<file path="config.mk">
export PLATFORM = sky130hd
export DESIGN_NAME = lvg_sched
export DESIGN_NICKNAME = d
export VERILOG_FILES = /design/src/rtl/lvg_pkg.sv /design/src/rtl/lvg_instr_fifo.sv /design/src/rtl/lvg_sched.sv
export SDC_FILE = /design/constraint.sdc
export NUM_CORES = 1
export LEC_CHECK = 0
export BUFFER_PORTS_ARGS = -buffer_cell sky130_fd_sc_hd__buf_2
export CAP_MARGIN = 20
export CELL_PAD_IN_SITES_DETAIL_PLACEMENT = 1
export CELL_PAD_IN_SITES_GLOBAL_PLACEMENT = 2
export CORE_AREA = 2 2 104 96
export DETAILED_ROUTE_END_ITERATION = 16
export DIE_AREA = 0 0 106 98
export PLACE_DENSITY_LB_ADDON = 0.1
export RECOVER_POWER = 50
export SLEW_MARGIN = 0
export SYNTH_ARGS = -nofsm -noshare
export SYNTH_HDL_FRONTEND = slang
export SYNTH_SLANG_ARGS = --single-unit
</file>
<file path="constraint.sdc">
create_clock -name clk -period 5.5 [get_ports clk]
set_clock_uncertainty 0.15 [all_clocks]
set_input_delay 0.275 -clock clk [delete_from_list [all_inputs] [get_ports clk]]
set_output_delay 0.275 -clock clk [all_outputs]
set_load 0.02 [all_outputs]
</file>
<file path="src/rtl/lvg_pkg.sv">
// Shared opcode constants, FSM state encoding and opcode decode helpers for
// the lvg instruction scheduler.
package lvg_pkg;

  localparam logic [7:0] OP_NOP       = 8'd0;
  localparam logic [7:0] OP_LOADL     = 8'd1;
  localparam logic [7:0] OP_LOADR     = 8'd2;
  localparam logic [7:0] OP_STORE     = 8'd3;
  localparam logic [7:0] OP_MUL       = 8'd4;
  localparam logic [7:0] OP_MULADD    = 8'd5;
  localparam logic [7:0] OP_MULACT    = 8'd6;
  localparam logic [7:0] OP_MULADDACT = 8'd7;

  localparam logic [1:0] ST_IDLE = 2'd0;
  localparam logic [1:0] ST_RUN  = 2'd1;
  localparam logic [1:0] ST_GAP  = 2'd2;

  // NOP is not a schedulable operation; only 1..7 reach the engine.
  function automatic logic op_legal(input logic [7:0] op);
    return (op >= OP_LOADL) && (op <= OP_MULADDACT);
  endfunction

  function automatic int unsigned op_len(input logic [7:0] op,
                                         input int unsigned mul_len,
                                         input int unsigned act_len);
    int unsigned len;
    case (op)
      OP_LOADL, OP_LOADR, OP_STORE: len = 32'd1;
      OP_MUL, OP_MULADD:            len = mul_len;
      OP_MULACT, OP_MULADDACT:      len = act_len;
      default:                      len = 32'd1;
    endcase
    return len;
  endfunction

endpackage

</file>
<file path="src/rtl/lvg_instr_fifo.sv">
// Instruction queue for lvg_sched: DEPTH-entry FIFO with registered ready and
// no write-to-read bypass, so a pushed entry is visible only from the next cycle.
module lvg_instr_fifo
  import lvg_pkg::*;
#(
  parameter int unsigned DEPTH = 4
) (
  input  logic       clk,
  input  logic       rst,
  input  logic       in_valid,
  input  logic [7:0] in_instr,
  output logic       in_ready,
  input  logic       pop,
  output logic [7:0] head,
  output logic       empty
);

  localparam int unsigned PW = (DEPTH > 1) ? $clog2(DEPTH) : 1;
  localparam int unsigned CW = $clog2(DEPTH) + 1;

  logic [7:0]    mem_r [DEPTH];
  logic [PW-1:0] wr_ptr_r;
  logic [PW-1:0] rd_ptr_r;
  logic [CW-1:0] count_r;
  logic [CW-1:0] count_nx_s;
  logic          in_ready_r;
  logic          push_s;
  logic          pop_s;

  assign push_s   = in_valid && in_ready_r;
  assign pop_s    = pop && (count_r != {CW{1'b0}});
  assign in_ready = in_ready_r;
  assign head     = mem_r[rd_ptr_r];
  assign empty    = (count_r == {CW{1'b0}});

  // Next occupancy; a simultaneous push and pop leaves it unchanged.
  always_comb begin
    count_nx_s = count_r;
    if (push_s && !pop_s) begin
      count_nx_s = count_r + CW'(1);
    end else if (!push_s && pop_s) begin
      count_nx_s = count_r - CW'(1);
    end else begin
      count_nx_s = count_r;
    end
  end

  // Pointers, occupancy and the registered ready flag.
  always_ff @(posedge clk) begin
    if (rst) begin
      wr_ptr_r   <= {PW{1'b0}};
      rd_ptr_r   <= {PW{1'b0}};
      count_r    <= {CW{1'b0}};
      in_ready_r <= 1'b0;
    end else begin
      if (push_s) wr_ptr_r <= wr_ptr_r + PW'(1);
      if (pop_s)  rd_ptr_r <= rd_ptr_r + PW'(1);
      count_r    <= count_nx_s;
      in_ready_r <= (count_nx_s != CW'(DEPTH));
    end
  end

  // Storage array; contents are don't-care until written.
  always_ff @(posedge clk) begin
    if (push_s) begin
      mem_r[wr_ptr_r] <= in_instr;
    end
  end

endmodule

</file>
<file path="src/rtl/lvg_sched.sv">
// Matrix-engine instruction scheduler: queues opcodes, holds each on instr for
// its length, then inserts one idle cycle. Optional perf counters: LVG_SCHED_PERF_EN.
module lvg_sched
  import lvg_pkg::*;
#(
  parameter int unsigned DEPTH      = 4,
  parameter int unsigned MUL_CYCLES = 14,
  parameter int unsigned ACT_CYCLES = 15
) (
  input  logic        clk,
  input  logic        rst,
  input  logic        in_valid,
  input  logic [7:0]  in_instr,
  output logic        in_ready,
  output logic [7:0]  instr,
  output logic        busy,
  output logic        done,
  output logic        bad_op,
  output logic [31:0] perf_busy,
  output logic [31:0] perf_ops
);

  localparam int unsigned MAX_LEN = (MUL_CYCLES > ACT_CYCLES) ? MUL_CYCLES : ACT_CYCLES;
  localparam int unsigned CNT_W   = $clog2(MAX_LEN) + 1;

  logic [1:0]       state_r;
  logic [1:0]       state_nx_s;
  logic [7:0]       cur_r;
  logic [7:0]       cur_nx_s;
  logic [CNT_W-1:0] cnt_r;
  logic [CNT_W-1:0] cnt_nx_s;
  logic [7:0]       instr_r;
  logic             busy_r;
  logic             done_r;
  logic             bad_r;
  logic             pop_s;
  logic [7:0]       head_s;
  logic             empty_s;

  lvg_instr_fifo #(.DEPTH(DEPTH)) u_fifo (
    .clk      (clk),
    .rst      (rst),
    .in_valid (in_valid),
    .in_instr (in_instr),
    .in_ready (in_ready),
    .pop      (pop_s),
    .head     (head_s),
    .empty    (empty_s)
  );

  // Next-state, pop and hold-counter logic.
  always_comb begin
    state_nx_s = state_r;
    cur_nx_s   = cur_r;
    cnt_nx_s   = cnt_r;
    pop_s      = 1'b0;
    case (state_r)
      ST_IDLE, ST_GAP: begin
        if (!empty_s) begin
          pop_s      = 1'b1;
          state_nx_s = ST_RUN;
          cur_nx_s   = head_s;
          cnt_nx_s   = CNT_W'(op_len(head_s, MUL_CYCLES, ACT_CYCLES) - 32'd1);
        end else begin
          state_nx_s = ST_IDLE;
        end
      end
      ST_RUN: begin
        if (cnt_r == {CNT_W{1'b0}}) begin
          state_nx_s = ST_GAP;
        end else begin
          cnt_nx_s = cnt_r - CNT_W'(1);
        end
      end
      default: begin
        state_nx_s = ST_IDLE;
      end
    endcase
  end

  // State and registered outputs, decoded from the next state.
  always_ff @(posedge clk) begin
    if (rst) begin
      state_r <= ST_IDLE;
      cur_r   <= OP_NOP;
      cnt_r   <= {CNT_W{1'b0}};
      instr_r <= 8'd0;
      busy_r  <= 1'b0;
      done_r  <= 1'b0;
      bad_r   <= 1'b0;
    end else begin
      state_r <= state_nx_s;
      cur_r   <= cur_nx_s;
      cnt_r   <= cnt_nx_s;
      instr_r <= ((state_nx_s == ST_RUN) && op_legal(cur_nx_s)) ? cur_nx_s : 8'd0;
      busy_r  <= (state_nx_s != ST_IDLE);
      done_r  <= (state_nx_s == ST_GAP);
      bad_r   <= (state_nx_s == ST_GAP) && !op_legal(cur_nx_s);
    end
  end

  assign instr  = instr_r;
  assign busy   = busy_r;
  assign done   = done_r;
  assign bad_op = bad_r;

`ifdef LVG_SCHED_PERF_EN
  logic [31:0] perf_busy_r;
  logic [31:0] perf_ops_r;

  // Saturating activity counters.
  always_ff @(posedge clk) begin
    if (rst) begin
      perf_busy_r <= 32'd0;
      perf_ops_r  <= 32'd0;
    end else begin
      if (busy_r && (perf_busy_r != 32'hFFFF_FFFF)) perf_busy_r <= perf_busy_r + 32'd1;
      if (done_r && (perf_ops_r != 32'hFFFF_FFFF))  perf_ops_r  <= perf_ops_r + 32'd1;
    end
  end

  assign perf_busy = perf_busy_r;
  assign perf_ops  = perf_ops_r;
`else
  assign perf_busy = 32'd0;
  assign perf_ops  = 32'd0;
`endif

endmodule
</file>
==> results.md <==
- CTS clock-pin slew for the worst setup and hold paths: 80 ps
- Starting Density: 33.7%
- I/O pin cnt: 87
- Most common cell after layout, fill and taps aside: conb_1
- Via count: 1845
- Worst Tran Pin Value: 736 ps
- Nets: 329
- Core area: 9400 sq um
- Status: complete, no violations
- CTS Buf Count: 9
- Worst VDD drop: 169 uV
- Tot GR Track Use: 11.5%
- Final setup vio count: 0
- Cell variety after synth: 42
- DP Wirelength: 3940 um
- Sum of negative setup slack: 0 ps
- Cell Rows: 34
- CP required: 5620 ps
- CP Max Fanout: 8
- CP Capture Type: flip-flop
- Synth Instances: approximately 270
- Fin. Hold Viols: 0
- Multi-input logic area: 1190 sq um
- Synth Area per Inst: 11.6 sq um
- Total of fill cells in the finished design: roughly 1000
- TritonCTS Sinks: 68
- Vias in the first global route: 1785
- Post-synth EDFFs: 32
- Fraction of layout cells with a size suffix above 1: 8.25%
- Die width: 106 um
- Register area share after synthesis: a little over half
- Slew Viols, Final: 0
- Area grow syn2layout: 9.47%
- Syn. warnings: 0
- Largest net degree at the start of global routing: 23
- First DRT Iteration DRCs: 60
- Post-DRT Antenna Nets: 0
- Die Y: 98 um
- Crit share post-route: between 60 and 70%
- H-tree depth: 3
- Critical path type: flip-flop to flip-flop
- Max-cap violations: 0
- Design Power: between 1.5 and 2 mW
- Initial antenna violation count: 0
- Drt first pass iters: 4
- Normalized max-slew margin: 50.4%
- CP Launch Type: flip-flop
- Fin crit period: between 3000 and 4000 ps
- Worst skew pair latency: ~350 ps
- Arr. time, crit path: 3440 ps
- GPL Wtd Cong: between 0.7 and 0.8
- Async SR Flop Fraction: 0%
- Clock Tree Buf Depth: 2
- RSZ-0062 raised after global routing: no
- Pre-CTS setup slack: 2150 ps
- Syn Std Cell Area: 3170 sq um
- CTS resizes: 0
- Overflow after GRT: 0
- Routed wire length: 5710 um
- Hold crit path type: primary input to flip-flop
- Fmax: 302 MHz
- Via density: 4.18
- DRC Markers: 0
- Number of diodes: 0
- Buffers on Ports: 22
- First-pass GRT wire length: 9050 um
- Seq cells post-synth: 68
- Setup slack after layout: 2190 ps
- Most frequent cells in the layout: conb_1, dfxtp_1, edfxtp_1
- Prevailing post-synth register cell: dfxtp_1
- WL/cell: ~13 um
- Cell Pwr Density: 503 nW/um^2
- R2r setup slk: 2190 ps
- Leak pwr: about 1.4 nW
- CTS Root Cell: clkbuf_8
- Register area: between 1500 and 2000 sq um
- CTS tree: done
- Die footprint: 10400 sq um
==> report_power, final <==
part	switching [mW]	leakage, nW	total (mW)	internal (mW)
sequential	0.0691	0.587	0.694	0.625
combinational	0.358	0.677	0.570	0.212
clock	0.200	0.111	0.484	0.284
==> final timing paths <==
path                                start  endpoint  cells after the start
worst min register to register   cur_r[7]  cur_r[7]                      2
worst min-delay path                  rst  cnt_r[1]                      2
worst max-delay path            flip-flop  cnt_r[4]                      8
worst max register to register  flip-flop  cnt_r[4]                      8
==> area by class of cell <==
type                    count  area share [%]
inverters                  10            1.08
flip-flops and latches     68            48.4
clock inverters             5            2.41
well taps                 126            4.54
multi-input cells         190            34.2
repair buffers             31            4.97
clock buffers              11            4.40
==> stage by stage <==
stage | hold WS (ps) | utilization, % | std cells | cell area, sq um
2_1_floorplan | 224 | - | 341 | 3430
3_3_place_gp | 298 | 33.8 | 417 | 3180
3_5_place_dp | 299 | 33.8 | 417 | 3180
4_1_cts | 189 | 37.2 | 441 | 3500
5_1_grt | 223 | 36.9 | 441 | 3470
6_report | 189 | 36.9 | 441 | 3470
==> per-layer routing <==
metal | GRT usage (%) | share of wire [%] | vias to the layer above
li1 | - | - | 889
met1 | 14.5 | 46 | 903
met2 | 18.4 | 48 | 48
met3 | 4.41 | 4.7 | 5
met4 | 3.64 | 0.70 | 0
met5 | 0 | 0 | -
==> critical path, stage by stage (launching register included) <==
cell and delay (ps):
dfxtp_1 600, mux4_1 640, or3_4 370, nor4_4 500
a22o_1 200, ha_1 210, o221ai_1 160, a211o_1 290
a21oi_1 130
==> kinds of logic after synthesis <==
group / count (synthesis) / synth area share [%]
flops: 68 / 53.0
mux: 12 / 7.65
fa+ha+maj: 9 / 3.47
compound gates: 34 / 7.10
xor+xnor: 6 / 1.66
simple gates: 60 / 9.35
buf+inv: 83 / 17.6
other cells: 1 / 0.118
==> cells in the mapped netlist (4+ instances only) <==
cell type  number  share of area, %
dfxtp_1        36                23
a21oi_1        13               2.1
nor3_1          6              0.95
edfxtp_1       32                30
mux2i_1         4               1.3
clkbuf_1        8              0.95
mux4_1          6               5.0
nor2_1         17               2.0
inv_1          10               1.2
and3_1          4              0.79
xnor2_1         4               1.1
nand2_1        20               2.4
buf_4          64                15
ha_1            8               3.2
o21ai_0         7               1.1
==> timing repair <==
item | in CTS | in global routing
hold buffers | 8 | 0
endpoints found under the hold margin | 32 | 0
buffers inserted | 0 | 0
==> flip-flops by register name (all words and copies together), names as in the netlist, 2 cells and up, named ones only <==
signal	count
instr	8
u_fifo.count_r	3
cur_r	8
cnt_r	5
state_r	2
u_fifo.wr_ptr_r	2
u_fifo.rd_ptr_r	2
u_fifo.mem_r	32
(Power assumes the default switching activity.)
